File: src/rtl/uart_rx.sv
// uart_rx: 8N1 UART receiver.
// rxd is brought into the clk domain through a two-flop synchroniser; a start
// bit is confirmed at its middle, then each data bit and the stop bit are
// sampled one full bit period apart, i.e. at mid-bit. Received bytes are
// offered on a valid/ack handshake with framing-error and overrun pulses.
module uart_rx #(
    parameter int BIT_CLK = 87
) (
    input  logic       clk,
    input  logic       rst,
    input  logic       rxd,
    output logic [7:0] rx_data,
    output logic       rx_valid,
    input  logic       rx_ack,
    output logic       framing_err,
    output logic       overrun
);

    localparam logic [15:0] BIT_LAST  = 16'(BIT_CLK - 1);
    localparam logic [15:0] HALF_LAST = 16'((BIT_CLK / 2) - 1);

    typedef enum logic [2:0] {
        IDLE      = 3'd0,
        START     = 3'd1,
        DATA      = 3'd2,
        STOP      = 3'd3,
        WAIT_HIGH = 3'd4
    } state_t;

    state_t      state_r,  state_s;
    logic [15:0] count_r,  count_s;
    logic [2:0]  index_r,  index_s;
    logic [7:0]  shift_r,  shift_s;
    logic        sync1_r,  sync2_r;
    logic        rxd_s;
    logic        deliver_s;
    logic        ferr_s;
    logic        ovr_s;
    logic [7:0]  data_s;
    logic        valid_s;
    logic [7:0]  rx_data_r;
    logic        rx_valid_r;
    logic        framing_err_r;
    logic        overrun_r;

    assign rxd_s = sync2_r;

    // Two-flop synchroniser for the asynchronous serial line (idles high).
    always_ff @(posedge clk) begin
        if (rst) begin
            sync1_r <= 1'b1;
            sync2_r <= 1'b1;
        end else begin
            sync1_r <= rxd;
            sync2_r <= sync1_r;
        end
    end

    // Receive FSM next-state logic: bit timing, data capture, stop check.
    always_comb begin
        state_s   = state_r;
        count_s   = count_r;
        index_s   = index_r;
        shift_s   = shift_r;
        deliver_s = 1'b0;
        ferr_s    = 1'b0;
        case (state_r)
            IDLE: begin
                if (rxd_s == 1'b0) begin
                    state_s = START;
                    count_s = 16'd0;
                end else begin
                    count_s = 16'd0;
                end
            end
            START: begin
                if (count_r == HALF_LAST) begin
                    count_s = 16'd0;
                    index_s = 3'd0;
                    if (rxd_s == 1'b0) begin
                        state_s = DATA;
                    end else begin
                        // Line went back high before mid-start: a glitch.
                        state_s = IDLE;
                    end
                end else begin
                    count_s = count_r + 16'd1;
                end
            end
            DATA: begin
                if (count_r == BIT_LAST) begin
                    shift_s[index_r] = rxd_s;
                    count_s          = 16'd0;
                    if (index_r == 3'd7) begin
                        state_s = STOP;
                    end else begin
                        index_s = index_r + 3'd1;
                    end
                end else begin
                    count_s = count_r + 16'd1;
                end
            end
            STOP: begin
                if (count_r == BIT_LAST) begin
                    count_s = 16'd0;
                    if (rxd_s == 1'b1) begin
                        deliver_s = 1'b1;
                        state_s   = IDLE;
                    end else begin
                        ferr_s  = 1'b1;
                        state_s = WAIT_HIGH;
                    end
                end else begin
                    count_s = count_r + 16'd1;
                end
            end
            WAIT_HIGH: begin
                // A held-low line (break) must not look like a new start bit.
                if (rxd_s == 1'b1) begin
                    state_s = IDLE;
                end else begin
                    state_s = WAIT_HIGH;
                end
            end
            default: begin
                state_s = IDLE;
                count_s = 16'd0;
                index_s = 3'd0;
            end
        endcase
    end

    // Handshake next-state: accept, drop with overrun, or clear on ack.
    always_comb begin
        data_s  = rx_data_r;
        valid_s = rx_valid_r;
        ovr_s   = 1'b0;
        if (deliver_s) begin
            if (!rx_valid_r || rx_ack) begin
                data_s  = shift_r;
                valid_s = 1'b1;
            end else begin
                ovr_s = 1'b1;
            end
        end else if (rx_ack && rx_valid_r) begin
            valid_s = 1'b0;
        end else begin
            valid_s = rx_valid_r;
        end
    end

    // State and output registers; reset abandons any frame in progress.
    always_ff @(posedge clk) begin
        if (rst) begin
            state_r       <= IDLE;
            count_r       <= 16'd0;
            index_r       <= 3'd0;
            shift_r       <= 8'd0;
            rx_data_r     <= 8'd0;
            rx_valid_r    <= 1'b0;
            framing_err_r <= 1'b0;
            overrun_r     <= 1'b0;
        end else begin
            state_r       <= state_s;
            count_r       <= count_s;
            index_r       <= index_s;
            shift_r       <= shift_s;
            rx_data_r     <= data_s;
            rx_valid_r    <= valid_s;
            framing_err_r <= ferr_s;
            overrun_r     <= ovr_s;
        end
    end

    assign rx_data     = rx_data_r;
    assign rx_valid    = rx_valid_r;
    assign framing_err = framing_err_r;
    assign overrun     = overrun_r;

endmodule

File: config.mk
export PLATFORM = sky130hd
export DESIGN_NAME = uart_rx
export DESIGN_NICKNAME = d
export VERILOG_FILES = /design/src/rtl/uart_rx.sv
export SDC_FILE = /design/constraint.sdc
export NUM_CORES = 1
export LEC_CHECK = 0
export ABC_AREA = 1
export BUFFER_PORTS_ARGS = -buffer_cell sky130_fd_sc_hd__buf_2
export CORE_ASPECT_RATIO = 0.9
export CORE_UTILIZATION = 50
export CTS_CLUSTER_DIAMETER = 120
export DETAILED_ROUTE_END_ITERATION = 10
export PLACE_DENSITY = 0.68
export SLEW_MARGIN = 20
export SYNTH_ARGS = -nofsm -noshare
export SYNTH_HDL_FRONTEND = slang
export SYNTH_SLANG_ARGS = --single-unit
File: constraint.sdc
create_clock -name clk -period 2.45 [get_ports clk]
set_input_delay 0.3675 -clock clk [delete_from_list [all_inputs] [get_ports clk]]
set_output_delay 0.3675 -clock clk [all_outputs]
set_load 0.005 [all_outputs]
==> results of run 1 <==
## kinds of logic after synthesis
| logic type | count (synthesis) | share of synthesized area |
|---|---|---|
| simple gates | 163 | 0.3536 |
| buf+inv | 58 | 0.1014 |
| compound gates | 43 | 0.1067 |
| flops | 43 | 0.3988 |
| xor+xnor | 4 | 0.01623 |
| fa+ha+maj | 4 | 0.02319 |
## how the worst min path moves through the flow
stage | startpoint | end | slack [ns] | depth (start not counted)
final | rxd | sync1_r | 0.25 | 2
after global routing | rxd | sync1_r | 0.24 | 2
after CTS | rxd | sync1_r | 0.25 | 2
after detailed placement | sync1_r | rxd_s | 0.39 | 1
after global placement | sync1_r | rxd_s | 0.40 | 1
after floorplan | sync1_r | rxd_s | 0.39 | 1
## sequential cells by signal, summed over array words and instances, names as in the netlist, 3 cells and up
name / cells
count_r: 16
rx_data: 8
shift_r: 8
index_r: 3
state_r: 3
## where the power goes
| group | total, mW | switching [mW] | internal, mW |
|---|---|---|---|
| sequential | 0.818 | 0.0667 | 0.751 |
| combinational | 0.601 | 0.417 | 0.184 |
| clock | 0.546 | 0.242 | 0.303 |
| total | 1.96 | 0.726 | 1.24 |
## cells in the final DEF, fill, tap and decap left out, types with 2 or more instances in the layout
master / count
a21oi_1: 16
buf_2: 14
clkbuf_8: 5
clkinv_2: 2
dfxtp_1: 43
ha_1: 4
inv_1: 47
inv_2: 6
nand2_1: 51
nand2_2: 5
nand3_1: 24
nand4_1: 8
nor2_1: 51
nor2_2: 4
nor2_4: 2
nor3_1: 6
nor4_1: 2
o21ai_0: 25
or2_2: 2
xnor2_1: 2
xor2_1: 2
## area by class of cell
cell class                      count  area, µm²
Fill cell                         412       1708
Clock inverter                      3      43.79
Timing Repair Buffer               15      77.57
Inverter                           54      203.9
Clock buffer                        5      68.82
Tap cell                           48      60.06
Sequential cell                    43      860.8
Multi-Input combinational cell    214       1079
## per-stage QoR
| step | utilization | hold WS [ns] | total power, mW | instances |
|---|---|---|---|---|
| after floorplan | - | 0.3895 | 1.313 | 315 |
| after global placement | 0.5561 | 0.3968 | 1.419 | 374 |
| after detailed placement | 0.5561 | 0.3942 | 1.424 | 374 |
| after CTS | 0.5836 | 0.2466 | 1.975 | 382 |
| after global routing | 0.5836 | 0.2421 | 2.112 | 382 |
| final | 0.5836 | 0.2538 | 1.964 | 382 |
## routing by layer
layer / up-vias / track usage / routed length (µm) / part of all wire
met4: 0 / 0.08250 / 61 / 0.015
met2: 32 / 0.2774 / 1631 / 0.39
met5: - / 0 / 0 / 0
li1: 1034 / - / - / -
met1: 798 / 0.2895 / 2328 / 0.56
met3: 8 / 0.04259 / 166 / 0.040
==> qor.yml, run 1 <==
status:
  status: "complete, but fails checks"
  violations: "DRC"
timing:
  slew_headroom: 0.7235
  rsz0062_at_grt: "false"
  finClkSkew_ns: 0.005858
  max_slew.worst_pin.slew_ns: 0.4141
  fmax_ghz: 0.5988
  fin_crit_sh: 0.6816
  final.setup.tns_ns: 0
  hold_violations: 0
  period_needed_ns: 1.670
  slew_viol_final: 0
  setup_viol: 0
  setup_ws_ns: 0.7801
route:
  viasPerCell: 4.901
  vias: 1872
  drc_errors: 4
  dr.pass1.iters: 7
  drt-initial-drc-count: 111
  wl_per_cell_um: 10.97
  antenna_left: 0
  totalWireLength_um: 4189
clocking:
  clockRootBuffer: "clkbuf_8"
  cts_max_level: 2
  path_clk_slew_ns: 0.08
  post_cts.repair.setup_buffers: 0
  cts_sinks: 43
  cts_hold_buf: 0
  cts_tree: "yes"
  clock_path_buffers: 2
  cts_buffers: 5
  clk_latency_ns: 0.29
  cts.repair.resized: 0
placed_design:
  place.gp.congestion: 0.8144
  dp_hpwl_um: 3113
  placed_area_um2: 2281
  portBuffers: 14
  post-place-ws_ns: 0.8057
global_route:
  grt_max_degree: 22
  track_usage: 0.1979
  gr-total-overflow: 0
  grt_pass1_wl_um: 7100
  antenna_found_initial: 0
  grt_pass1_vias: 1599
worst_setup_path:
  reg2reg_depth: 13
  criticalPathCategory: "flip-flop to flip-flop"
  critPathArrivalTime_ns: 1.91
  cp.depth: 13
  crit_buf_inv: 4
  start_kind: "flip-flop"
  r2r-start: "count_r[0]"
  critical-path-max-stage-delay_ns: 0.40
  crit_end: "count_r[4]"
  worstSetupStartpoint: "count_r[0]"
  critPathRequiredTime_ns: 2.69
  cp_slowest_cell: "dfxtp_1"
  crit_fanout: 7
  crit_family: "simple AND/OR/NAND/NOR gates"
  regToRegSetupSlack_ns: 0.78
  r2r_end: "count_r[4]"
  path_cells: "inv_1, ha_1, nand2_1, inv_1, nand2_1, nor2_2, nand2_2, nand2_1, nand3_1, nand2_2, inv_2, nand3_1, inv_1"
  worstSetupEndpointType: "flip-flop"
synthesis:
  syn_inst: 315
  yosys_register_bits: 43
  avgSynthCellArea_um2: 6.852
  yosys_warnings: 0
  synth_top_cells_by_count: "nand2_1 (51), nor2_1 (51), inv_1 (47), dfxtp_1 (43), o21ai_0 (25)"
  syn_nets: 323
  synthDominantCellAreaShare: 0.3988
  ys_types: 31
  synthArstFlopShare: 0
  synth.top_cells.by_area: "dfxtp_1 (40%), nand2_1 (8.9%), nor2_1 (8.9%)"
  ys_seq_area_frac: 0.3988
  yosysTopAreaCell: "dfxtp_1"
  synth_flop_cell: "dfxtp_1"
  synth_area_um2: 2158
  synth_edf_count: 0
pwr:
  irDropWorstVdd_v: 0.0006490
  power_per_cell_area_nw_per_um2: 820.6
  p_leak_nw: 1.040
cells_and_area:
  layout-drive-gt1-share: 0.1437
  area_growth_pct: 10.90
  fin_area_um2: 2394
  nets: 341
  diodes: 0
floorplan:
  core_area_um2: 4101
  io_pins: 15
  row_count: 22
  die-area_um2: 4584
  die_w_um: 71.26
  initial_core_util: 0.5262
  die_y_um: 64.33
run:
  maxCapViolations: 0
min_path:
  hp-class: "input port to flip-flop"
No activity file was read; power rests on OpenSTA's default activity.
==> run 2: changes to the inputs <==
--- a/config.mk
+++ b/config.mk
@@ -11,7 +11,7 @@
 export CORE_UTILIZATION = 50
 export CTS_CLUSTER_DIAMETER = 120
 export DETAILED_ROUTE_END_ITERATION = 10
-export PLACE_DENSITY = 0.68
+export PLACE_DENSITY = 0.71
 export SLEW_MARGIN = 20
 export SYNTH_ARGS = -nofsm -noshare
 export SYNTH_HDL_FRONTEND = slang
==> constraint.sdc (replaced) <==
create_clock -name clk -period 1.5 [get_ports clk]
set_input_delay 0.225 -clock clk [delete_from_list [all_inputs] [get_ports clk]]
set_output_delay 0.225 -clock clk [all_outputs]
set_load 0.005 [all_outputs]
==> run 2 against run 1 <==
The flow finishes with violations (DRC, setup timing). First-iteration DRC count grew 32%. Routed wire length increased by 6.5%. Combinational power is 110% higher. Critical endpoint is now rx_data[1]. Largest cell class unchanged.
==> qor.yml, run 2 (synthesis gave the netlist of run 1 again) <==
status:
  status: "complete, but fails checks"
  violations: "DRC, setup timing"
min_path:
  hp-class: "input port to flip-flop"
  min_path_cells: 2  # unchanged
  hp-start: "rxd"
  whs_endpoint: "sync1_r"
floorplan:
  io_pins: 15  # unchanged
  core_area_um2: 4101  # unchanged
  die_y_um: 64.33  # unchanged
  row_count: 22  # unchanged
  initial_core_util: 0.5262  # unchanged
  die-area_um2: 4584  # unchanged
  die_w_um: 71.26  # unchanged
timing:
  hold_violations: 0  # unchanged
  fmax_ghz: 0.6539  # +9.2%
  setup_viol: 13  # +13
  rsz0062_at_grt: "true"
  slew_viol_final: 0  # unchanged
  max_slew.worst_pin.slew_ns: 0.3128  # -0.1013 ns
  period_needed_ns: 1.529  # -0.1405 ns
  fin_crit_sh: 1.020  # +0.3380
  fin_hold_ws_ns: 0.1820  # -0.07179 ns
  finClkSkew_ns: 0.01071  # +0.004849 ns
  setup_ws_ns: -0.02935  # -0.8095 ns
  slew_headroom: 0.7898  # +0.06630
pwr:
  clkPwrFrac: 0.222  # -0.056
  p_leak_nw: 1.157  # +11%
  combPwrFrac: 0.384  # +0.078
  seqPwrFrac: 0.395  # -0.021
  power.switching_mw: 1.317  # +81%
  switching_share: 0.3966  # +0.02705
  cell_internal_pwr_mw: 2.004  # +62%
  irDropWorstVdd_v: 0.0009384  # +45%
  power_per_cell_area_nw_per_um2: 1259  # +53%
cells_and_area:
  fin_area_um2: 2638  # +10%
  diodes: 0  # unchanged
  regMostFlops: "count_r"
  final_common_cell: "nor2_1"
  regArea_um2: 864.6  # +0.44%
  post-route-util: 0.6431  # +0.05949
  fillers: 355  # -14%
  layout-drive-gt1-share: 0.2528  # +0.1091
  nets: 359  # +5.3%
  area_growth_pct: 22.20
  final_cell_mix: "nor2_1 (49), nand2_1 (47), inv_1 (46), dfxtp_1 (40), nand3_1 (21)"
  largest_register_ffs: 16  # unchanged
  multi_input_area_um2: 1196  # +11%
route:
  vias: 2025  # +8.2%
  drc_errors: 4  # unchanged
  totalWireLength_um: 4462  # +6.5%
  viasPerCell: 5.063  # +3.3%
  wl_per_cell_um: 11.16  # +1.7%
  drt-initial-drc-count: 146  # +32%
  antenna_left: 0  # unchanged
  dr.pass1.iters: 7  # unchanged
worst_setup_path:
  crit_family: "simple AND/OR/NAND/NOR gates"
  r2r_end: "rx_data[1]"
  start_kind: "flip-flop"
  worstSetupEndpointType: "flip-flop"
  critPathArrivalTime_ns: 1.72  # -0.19 ns
  reg2reg_depth: 11  # -2
  critical-path-max-stage-delay_ns: 0.35  # -0.05 ns
  regToRegSetupSlack_ns: -0.03  # -0.81 ns
  critPathRequiredTime_ns: 1.70  # -0.99 ns
  crit_fanout: 7  # unchanged
  criticalPathCategory: "flip-flop to flip-flop"
  cp_slowest_cell: "dfxtp_2"
  r2r-start: "count_r[0]"
  crit_buf_inv: 2  # -2
  path_common_cell: "nand2_1"
  path_cells: "inv_2, ha_4, nand2_1, inv_1, nand2_1, nor2_2, nand2_4, nor2_4, nand3_4, o21ai_2, nor2_1"
global_route:
  grt_max_degree: 22  # unchanged
  grt_pass1_wl_um: 7962  # +12%
  gr-total-overflow: 0  # unchanged
  track_usage: 0.2193  # +0.02139
  antenna_found_initial: 0  # unchanged
  grt_pass1_vias: 1809  # +13%
placed_design:
  placed_area_um2: 2414  # +5.8%
  portBuffers: 14  # unchanged
  dp_hpwl_um: 3166  # +1.7%
  place.gp.congestion: 0.8515  # +4.6%
clocking:
  clk_latency_ns: 0.29  # about the same
  clockRootBuffer: "clkbuf_8"
  clock_path_buffers: 2  # unchanged
  path_clk_slew_ns: 0.09  # about the same
  cts_sinks: 43  # unchanged
  cts_tree: "yes"
  cts_max_level: 2  # unchanged
  cts_buffers: 5  # unchanged
run:
  maxCapViolations: 0  # unchanged
## run 2: per-layer routing
metal,wire (µm),GRT usage,part of all wire
met1,2339,0.3232,0.52
met2,1880,0.3179,0.42
met3,173,0.04259,0.039
met4,68,0.07250,0.015
met5,0,0,0
## run 2: worst max-delay path by stage
| stage | startpoint | end | cells after the start | slack [ns] |
|---|---|---|---|---|
| after global placement | count_r[0] | count_r[3] | 13 | -0.03 |
| after detailed placement | count_r[0] | count_r[3] | 13 | -0.06 |
| after CTS | count_r[0] | rx_data[2] | 11 | -0.05 |
| after global routing | count_r[0] | shift_r[1] | 11 | -0.15 |
| after floorplan | count_r[0] | index_r[0] | 14 | 0.07 |
| final | count_r[0] | rx_data[1] | 11 | -0.03 |
## run 2: through the flow
step           power [mW]  setup slack [ns]  std cells  setup TNS (ns)
2_1_floorplan       2.144           0.06599        315               0
3_5_place_dp        2.436          -0.06190        390          -1.026
3_3_place_gp        2.426          -0.02602        390         -0.2514
5_1_grt             3.567           -0.1488        400          -4.016
6_report            3.321          -0.02935        400         -0.1724
4_1_cts             3.275          -0.05016        400         -0.2816
## run 2: power by group through the flow
stage | sequential (mW) | clock (mW) | combinational (mW)
after floorplan | 1.34 | 0 | 0.808
after global placement | 1.33 | 0 | 1.10
after detailed placement | 1.33 | 0 | 1.11
after CTS | 1.31 | 0.755 | 1.21
after global routing | 1.32 | 0.810 | 1.43
final | 1.31 | 0.737 | 1.27
## run 2: layout make-up
type                       instances  share of cell area
multi-input combinational        215              0.4535
sequential                        43              0.3278
timing repair buffer              32             0.08254
inverter                          54             0.07970
clock buffer                       5             0.02609
tap                               48             0.02277
clock inverter                     3            0.007590
## run 2: repair_timing
action	in CTS	in global routing
setup endpoints to repair	30	40
gates cloned	1	0
pin swaps	10	7
hold buffers	0	0
gates resized for setup	30	12
buffers inserted	1	0
